===== src/rtl/mc_main_ctrl.sv =====
// Main control FSM for the multicycle MIPS core: sequences fetch/decode/execute/
// memory/writeback, with a memory-ready wait handshake, timeout trap and retire pulse.
module mc_main_ctrl #(
    parameter int MEM_TIMEOUT = 16,
    parameter int CNT_W       = 5
) (
    input  logic       clk,
    input  logic       reset,
    input  logic [5:0] op,
    input  logic       mem_ready,
    output logic       mem_req,
    output logic       iord,
    output logic       irwrite,
    output logic       pcwrite,
    output logic       branch,
    output logic       memwrite,
    output logic       regwrite,
    output logic       regdst,
    output logic       memtoreg,
    output logic       alusrca,
    output logic [1:0] alusrcb,
    output logic [1:0] pcsrc,
    output logic [1:0] aluop,
    output logic [3:0] state,
    output logic       retire,
    output logic       illegal_op,
    output logic       mem_err
);

    typedef enum logic [3:0] {
        FETCH   = 4'd0,
        DECODE  = 4'd1,
        MEMADR  = 4'd2,
        MEMRD   = 4'd3,
        MEMWB   = 4'd4,
        MEMWR   = 4'd5,
        RTYPEEX = 4'd6,
        RTYPEWB = 4'd7,
        BEQEX   = 4'd8,
        ADDIEX  = 4'd9,
        ORIEX   = 4'd10,
        ALUIWB  = 4'd11,
        JEX     = 4'd12,
        HALT    = 4'd15
    } state_t;

    localparam logic [5:0] OP_LW   = 6'b100011;
    localparam logic [5:0] OP_SW   = 6'b101011;
    localparam logic [5:0] OP_RTYPE = 6'b000000;
    localparam logic [5:0] OP_BEQ  = 6'b000100;
    localparam logic [5:0] OP_ADDI = 6'b001000;
    localparam logic [5:0] OP_ORI  = 6'b001101;
    localparam logic [5:0] OP_J    = 6'b000010;

    state_t cur_state, next_state;
    logic [CNT_W-1:0] wait_cnt;
    logic mem_err_q;
    logic ready;
    logic waiting;
    logic timeout;

    // Gating with reset keeps every ready-qualified enable quiet while reset is held.
    assign ready   = mem_ready & ~reset;
    assign waiting = mem_req & ~ready;
    assign timeout = waiting && (wait_cnt == CNT_W'(MEM_TIMEOUT - 1));
    assign state   = cur_state;
    assign mem_err = mem_err_q;

    always_ff @(posedge clk) begin
        if (reset) begin
            cur_state <= FETCH;
            wait_cnt  <= '0;
            mem_err_q <= 1'b0;
        end else begin
            cur_state <= next_state;
            if (waiting) begin
                if (wait_cnt != '1) wait_cnt <= wait_cnt + 1'b1;
            end else begin
                wait_cnt <= '0;
            end
            if (timeout) mem_err_q <= 1'b1;
        end
    end

    always_comb begin
        next_state = cur_state;
        mem_req    = 1'b0;
        iord       = 1'b0;
        irwrite    = 1'b0;
        pcwrite    = 1'b0;
        branch     = 1'b0;
        memwrite   = 1'b0;
        regwrite   = 1'b0;
        regdst     = 1'b0;
        memtoreg   = 1'b0;
        alusrca    = 1'b0;
        alusrcb    = 2'b00;
        pcsrc      = 2'b00;
        aluop      = 2'b00;
        retire     = 1'b0;
        illegal_op = 1'b0;
        unique case (cur_state)
            FETCH: begin
                mem_req = 1'b1;
                alusrcb = 2'b01;
                irwrite = ready;
                pcwrite = ready;
                if (ready) next_state = DECODE;
            end
            DECODE: begin
                alusrcb = 2'b11;
                case (op)
                    OP_LW, OP_SW: next_state = MEMADR;
                    OP_RTYPE:     next_state = RTYPEEX;
                    OP_BEQ:       next_state = BEQEX;
                    OP_ADDI:      next_state = ADDIEX;
                    OP_ORI:       next_state = ORIEX;
                    OP_J:         next_state = JEX;
                    default: begin
                        next_state = FETCH;
                        illegal_op = 1'b1;
                    end
                endcase
            end
            MEMADR: begin
                alusrca    = 1'b1;
                alusrcb    = 2'b10;
                next_state = (op == OP_LW) ? MEMRD : MEMWR;
            end
            MEMRD: begin
                mem_req = 1'b1;
                iord    = 1'b1;
                if (ready) next_state = MEMWB;
            end
            MEMWB: begin
                regwrite   = 1'b1;
                memtoreg   = 1'b1;
                retire     = 1'b1;
                next_state = FETCH;
            end
            MEMWR: begin
                mem_req  = 1'b1;
                iord     = 1'b1;
                memwrite = 1'b1;
                if (ready) begin
                    retire     = 1'b1;
                    next_state = FETCH;
                end
            end
            RTYPEEX: begin
                alusrca    = 1'b1;
                aluop      = 2'b10;
                next_state = RTYPEWB;
            end
            RTYPEWB: begin
                regdst     = 1'b1;
                regwrite   = 1'b1;
                retire     = 1'b1;
                next_state = FETCH;
            end
            BEQEX: begin
                alusrca    = 1'b1;
                aluop      = 2'b01;
                branch     = 1'b1;
                pcsrc      = 2'b01;
                retire     = 1'b1;
                next_state = FETCH;
            end
            ADDIEX: begin
                alusrca    = 1'b1;
                alusrcb    = 2'b10;
                next_state = ALUIWB;
            end
            ORIEX: begin
                alusrca    = 1'b1;
                alusrcb    = 2'b10;
                aluop      = 2'b11;
                next_state = ALUIWB;
            end
            ALUIWB: begin
                regwrite   = 1'b1;
                retire     = 1'b1;
                next_state = FETCH;
            end
            JEX: begin
                pcsrc      = 2'b10;
                pcwrite    = 1'b1;
                retire     = 1'b1;
                next_state = FETCH;
            end
            HALT:    next_state = HALT;
            default: next_state = FETCH;
        endcase
        // A stalled access that has waited too long overrides the normal transition.
        if (timeout) next_state = HALT;
    end

endmodule


===== config.mk =====
export PLATFORM = sky130hd
export DESIGN_NAME = mc_main_ctrl
export DESIGN_NICKNAME = d
export VERILOG_FILES = /design/src/rtl/mc_main_ctrl.sv
export SDC_FILE = /design/constraint.sdc
export NUM_CORES = 1
export LEC_CHECK = 0
export ABC_AREA = 1
export BUFFER_PORTS_ARGS = -buffer_cell sky130_fd_sc_hd__buf_2
export CAP_MARGIN = 0
export CORE_MARGIN = 1
export CORE_UTILIZATION = 37
export CTS_CLUSTER_DIAMETER = 200
export CTS_CLUSTER_SIZE = 24
export DETAILED_ROUTE_END_ITERATION = 8
export GPL_ROUTABILITY_DRIVEN = 0
export GPL_TIMING_DRIVEN = 0
export PLACE_DENSITY = 0.72
export SLEW_MARGIN = 40
export SYNTH_ARGS = -nofsm -noshare
export SYNTH_HDL_FRONTEND = slang
export SYNTH_SLANG_ARGS = --single-unit

===== constraint.sdc =====
create_clock -name clk -period 1.6 [get_ports clk]
set_input_delay 0.16 -clock clk [delete_from_list [all_inputs] [get_ports clk]]
set_output_delay 0.16 -clock clk [all_outputs]
set_load 0.01 [all_outputs]

# Yosys cells after proc, flatten, opt, wreduce, memory -nomap -nowiden

Index checks and enable logic that the tools add are counted.

Mux-type cells: 24
Add/subtract/negate cells: 1
Bitwise operators: 5
Equality and inequality tests: 24
Reduce and logical (&&, ||, !) cells: 14

Operators with widths:

| kind                                                 | number |
|---|---|
| one-hot mux 4 bit (8 select lines)                   | 1 |
| equality test 4 bit (second input constant)          | 6 |
| one-hot mux 4 bit (6 select lines)                   | 1 |
| equality test 4 x 3 -> 1 bit (second input constant) | 4 |
| 2-to-1 mux 4 bit                                     | 4 |
| equality test 6 x 4 -> 1 bit (second input constant) | 2 |
| equality test 6 bit (second input constant)          | 2 |
| 2-to-1 mux 1 bit                                     | 12 |
| one-hot mux 2 bit (3 select lines)                   | 2 |
| OR reduction 5 bit                                   | 2 |
| inequality test 3 bit (second input constant)        | 3 |
| OR reduction 3 bit                                   | 3 |
| equality test 4 x 2 -> 1 bit (second input constant) | 2 |
| OR reduction 2 bit                                   | 4 |
| OR reduction 7 bit                                   | 1 |
| equality test 6 x 2 -> 1 bit (second input constant) | 1 |
| equality test 6 x 3 -> 1 bit (second input constant) | 1 |
| logical NOT 6 bit                                    | 1 |
| adder 5 x 1 -> 5 bit (second input constant)         | 1 |
| equality test 5 x 4 -> 1 bit (second input constant) | 1 |
| inequality test 5 bit (second input constant)        | 1 |
| equality test 4 x 1 -> 1 bit (second input constant) | 1 |
| logical NOT 4 bit                                    | 1 |
| one-hot mux 1 bit (2 select lines)                   | 2 |
| other kinds (6)                                      | 9 |

Output and inout port bits: 23
Word-level logic and storage cells: 71
Input bits: 9
Bits in registers: 10

# Longest topological paths before layout

Depth in word-level cells: 7
Gate-level depth with buffers: 9
Depth with buffers taken out: 9

# Least setup slack after synthesis

OpenSTA, ideal clock, no wires.

Path type: flip-flop to output port
Start point: reg cur_state[3], in the netlist state[3]
End point: out retire
Arrival time: 1.219 ns
Stages on the path, launching flop included: 7
Slack: 0.221 ns
Buffers on the path: 0
Data required time: 1.440 ns
Cells stage by stage: dfxtp_1 > inv_1 > nand2_1 > nand2_1 > o22ai_1 > a21oi_1 > o21ai_0

Cells in the longest elaborated chain, start to end: 3
Elaborated cells between the ends (all ways): 8
Classes of those cells: eq/ne: 6; mux: 1; reduce/logical: 1

Ends and longest elaborated chain:

| element                                                             | RTL line | text |
|---|---|---|
| from (decl)                                                         | 55       | `state_t cur_state, next_state;` |
| from (signal assigned)                                              | 75       | `cur_state <= next_state;` |
| equality test 4 bit or equality test 4 x 3 -> 1 bit (tied branches) | 102      | `unique case (cur_state)` |
| OR reduction 5 bit (no line)                                        | --       |  |
| one-hot mux 1 bit (2 select lines) *                                | 102      |  |
| to (decl)                                                           | 25       | `output logic retire,` |

Mark *: on every way between the ends. The rest lies on a longest branch, timed or not.

# Final worst setup path

Same ends and word-level chain as after synthesis.

==> results.cfg <==
[pwr]
p_leak_nw = 0.634
p_per_area_nw_per_um2 = 592
ir_drop_mv = 0.702
p_total_mw = 0.676

[critical_path]
crit_fanout = 8
worstReg2RegEnd = wait_cnt[3]$_SDFFE_PP0P_
critPathCaptureType = output pin
crit_type = flop to output pin
critPathCapture = retire
cp-start-kind = flop
critPathRequiredTime_ns = 1.44
reg2reg_slack_ns = 0.17
worstPathArrival_ns = 1.37
cp-startpoint = state[3]$_SDFFE_PP0P_
rr_startpoint = wait_cnt[1]$_SDFFE_PP0P_
ff2ff_path_depth = 8

[global_routing]
antenna_found_initial = 0
grt_pass1_vias = 945
grt_max_degree = 9
grt_usage_pct = 19.7
grt_pass1_wl_microns = 3830
globalRouteOverflowTotal = 0

[placed_design]
hpwl_microns = 1790
dp_worst_setup_slack_ns = 0.122
dpl_cell_area_sq_um = 1060
io_buffers = 31

[timing]
layout_min_cycle_time_ns = 1.53
finClkSkew_ns = 0.00742
relSlewSlack_pct = 74.1
maxSlewViolCount = 0
final.setup.worst_slack_ns = 0.0692
max_freq_mhz = 653
post-route-period-util_pct = 95.7
hold_viol = 0
rsz0062_at_grt = true
tightest_slew_ns = 0.387
setup_violations = 0
setup_tns_ns = 0

[floorplanning]
die_w_microns = 50.5
design.core.area_sq_um = 2210
placementRows = 17
io_pins = 32
die-area_sq_um = 2550
die_h_microns = 50.5
start_util_pct = 39.4

[drt]
drt-total-wl_microns = 2250
via_per_inst = 5.01
first_iter_violations = 18
wl_per_cell_microns = 10.4
dr.pass1.iters = 4
vias = 1082
drc = 0
antenna_left = 0

[clocking]
cts_hold_buffers = 0
cts_setup_buffers = 0
clockBufferDepth = 2
cts-root-buf = clkbuf_4
cts.sinks = 10
cts_made_buffers = 3
clkTransAtPathRegs_ns = 0.07
cts_tree = yes
htreeDepth = 1
clk_latency_ns = 0.27

[synth]
synth_top_area_share_pct = 23.0
synthTopCellsByArea = dfxtp_1 (23%), nor2_1 (17%), nand2_1 (14%)
synthCells = 153
postSynthNetCount = 165
synth-seq-cells = 10
synth_cell_types = 22
synth-warning-count = 0
yosysTopAreaCell = dfxtp_1
synth_area_sq_um = 871
avgSynthCellArea_sq_um = 5.69
ys_seq_area_share_pct = 23.0

[min_path]
hold_depth = 2
hp-class = primary input to flop

[cells_and_area]
final_cell_mix = nor2_1 (36), buf_2 (31), nand2_1 (30)
layout_commonest_cell = nor2_1
nNetsFinal = 201
fill_cells = 242
insertedDiodeCount = 0
syn2layout_area_growth_pct = 31.2
drive_above_1_share_pct = 28.2
final_area_sq_um = 1140

[job]
timing.max_cap.violations = 0

[run_status]
outcome = completed
-- Yosys cell counts --
master      n
nor2_1     39
nand2_1    33
inv_1      25
nand3_1    13
dfxtp_1    10
a21oi_1     7
nor3_1      4
ha_1        3
nand4_1     3
nand2_2     2
nand3_4     2
o22ai_1     2
a31oi_1     1
and2_1      1
buf_4       1
nand3b_1    1
o2111ai_1   1
o21ai_0     1
o21ai_1     1
o21bai_1    1
o31ai_1     1
xor2_1      1
-- registers in the layout (all words and copies together), names as in the netlist --
| register | cells |
|---|---|
| wait_cnt | 5 |
| state | 4 |
| mem_err | 1 |
-- cell type report --
cell class	count	area [sq um]	area share, %
tap	28	35.0	3.07
sequential	10	213	18.6
clock buffer	4	36.3	3.18
multi-input combinational	117	602	52.7
buffer	1	7.51	0.657
inverter	25	93.8	8.21
timing repair buffer	31	155	13.6
-- logic make-up (layout without fill, tap and decap cells) --
| kind of cell | after synthesis | in the layout | synth area share (%) |
|---|---|---|---|
| simple gates | 98 | 98 | 50.0 |
| buf+inv | 26 | 61 | 11.6 |
| compound gates | 15 | 15 | 10.1 |
| flops | 10 | 10 | 23.0 |
| fa+ha+maj | 3 | 3 | 4.31 |
| xor+xnor | 1 | 1 | 1.01 |
-- worst max-delay path, stage by stage (launching register included) --
cell and delay (ns):
dfxtp_4 0.38, inv_1 0.10, nand2_1 0.12, o22ai_2 0.23
a21oi_2 0.05, o21ai_1 0.07, buf_2 0.14
-- repair_timing --
item | 4_1_cts | 5_1_grt
resized for setup | 7 | 11
gates cloned | 0 | 0
setup endpoints to repair | 5 | 7
pin swaps | 0 | 0
-- worst min path at each step --
stage | slack (ns) | to | startpoint
6_report | 0.08 | state[1]$_SDFFE_PP0P_ | reset
3_5_place_dp | 0.37 | state[1]$_SDFFE_PP0P_ | reset
5_1_grt | 0.07 | state[1]$_SDFFE_PP0P_ | reset
2_1_floorplan | 0.23 | mem_err$_SDFFE_PP0P_ | reset
4_1_cts | 0.07 | state[1]$_SDFFE_PP0P_ | reset
3_3_place_gp | 0.37 | mem_err$_SDFFE_PP0P_ | reset
-- layer usage --
metal | share of wire, % | wire length [microns] | global-route usage (%)
met1 | 41 | 922 | 20.7
met3 | 5.2 | 117 | 5.45
met2 | 52 | 1170 | 38.2
met4 | 1.8 | 40 | 4.63
met5 | 0 | 0 | 0
-- power by group --
group          internal [mW]  switching, mW
combinational         0.0659          0.110
sequential             0.255         0.0144
clock                  0.138         0.0927
total                  0.459          0.217
-- metrics by stage --
step / hold WS, ns / instances / utilization, %
final: 0.0776 / 216 / 51.6
after global routing: 0.0692 / 216 / 51.6
after CTS: 0.0674 / 216 / 50.2
after detailed placement: 0.371 / 212 / 48.0
after global placement: 0.367 / 212 / 48.0
after floorplan: 0.229 / 153 / -
(Power assumes the default switching activity.)
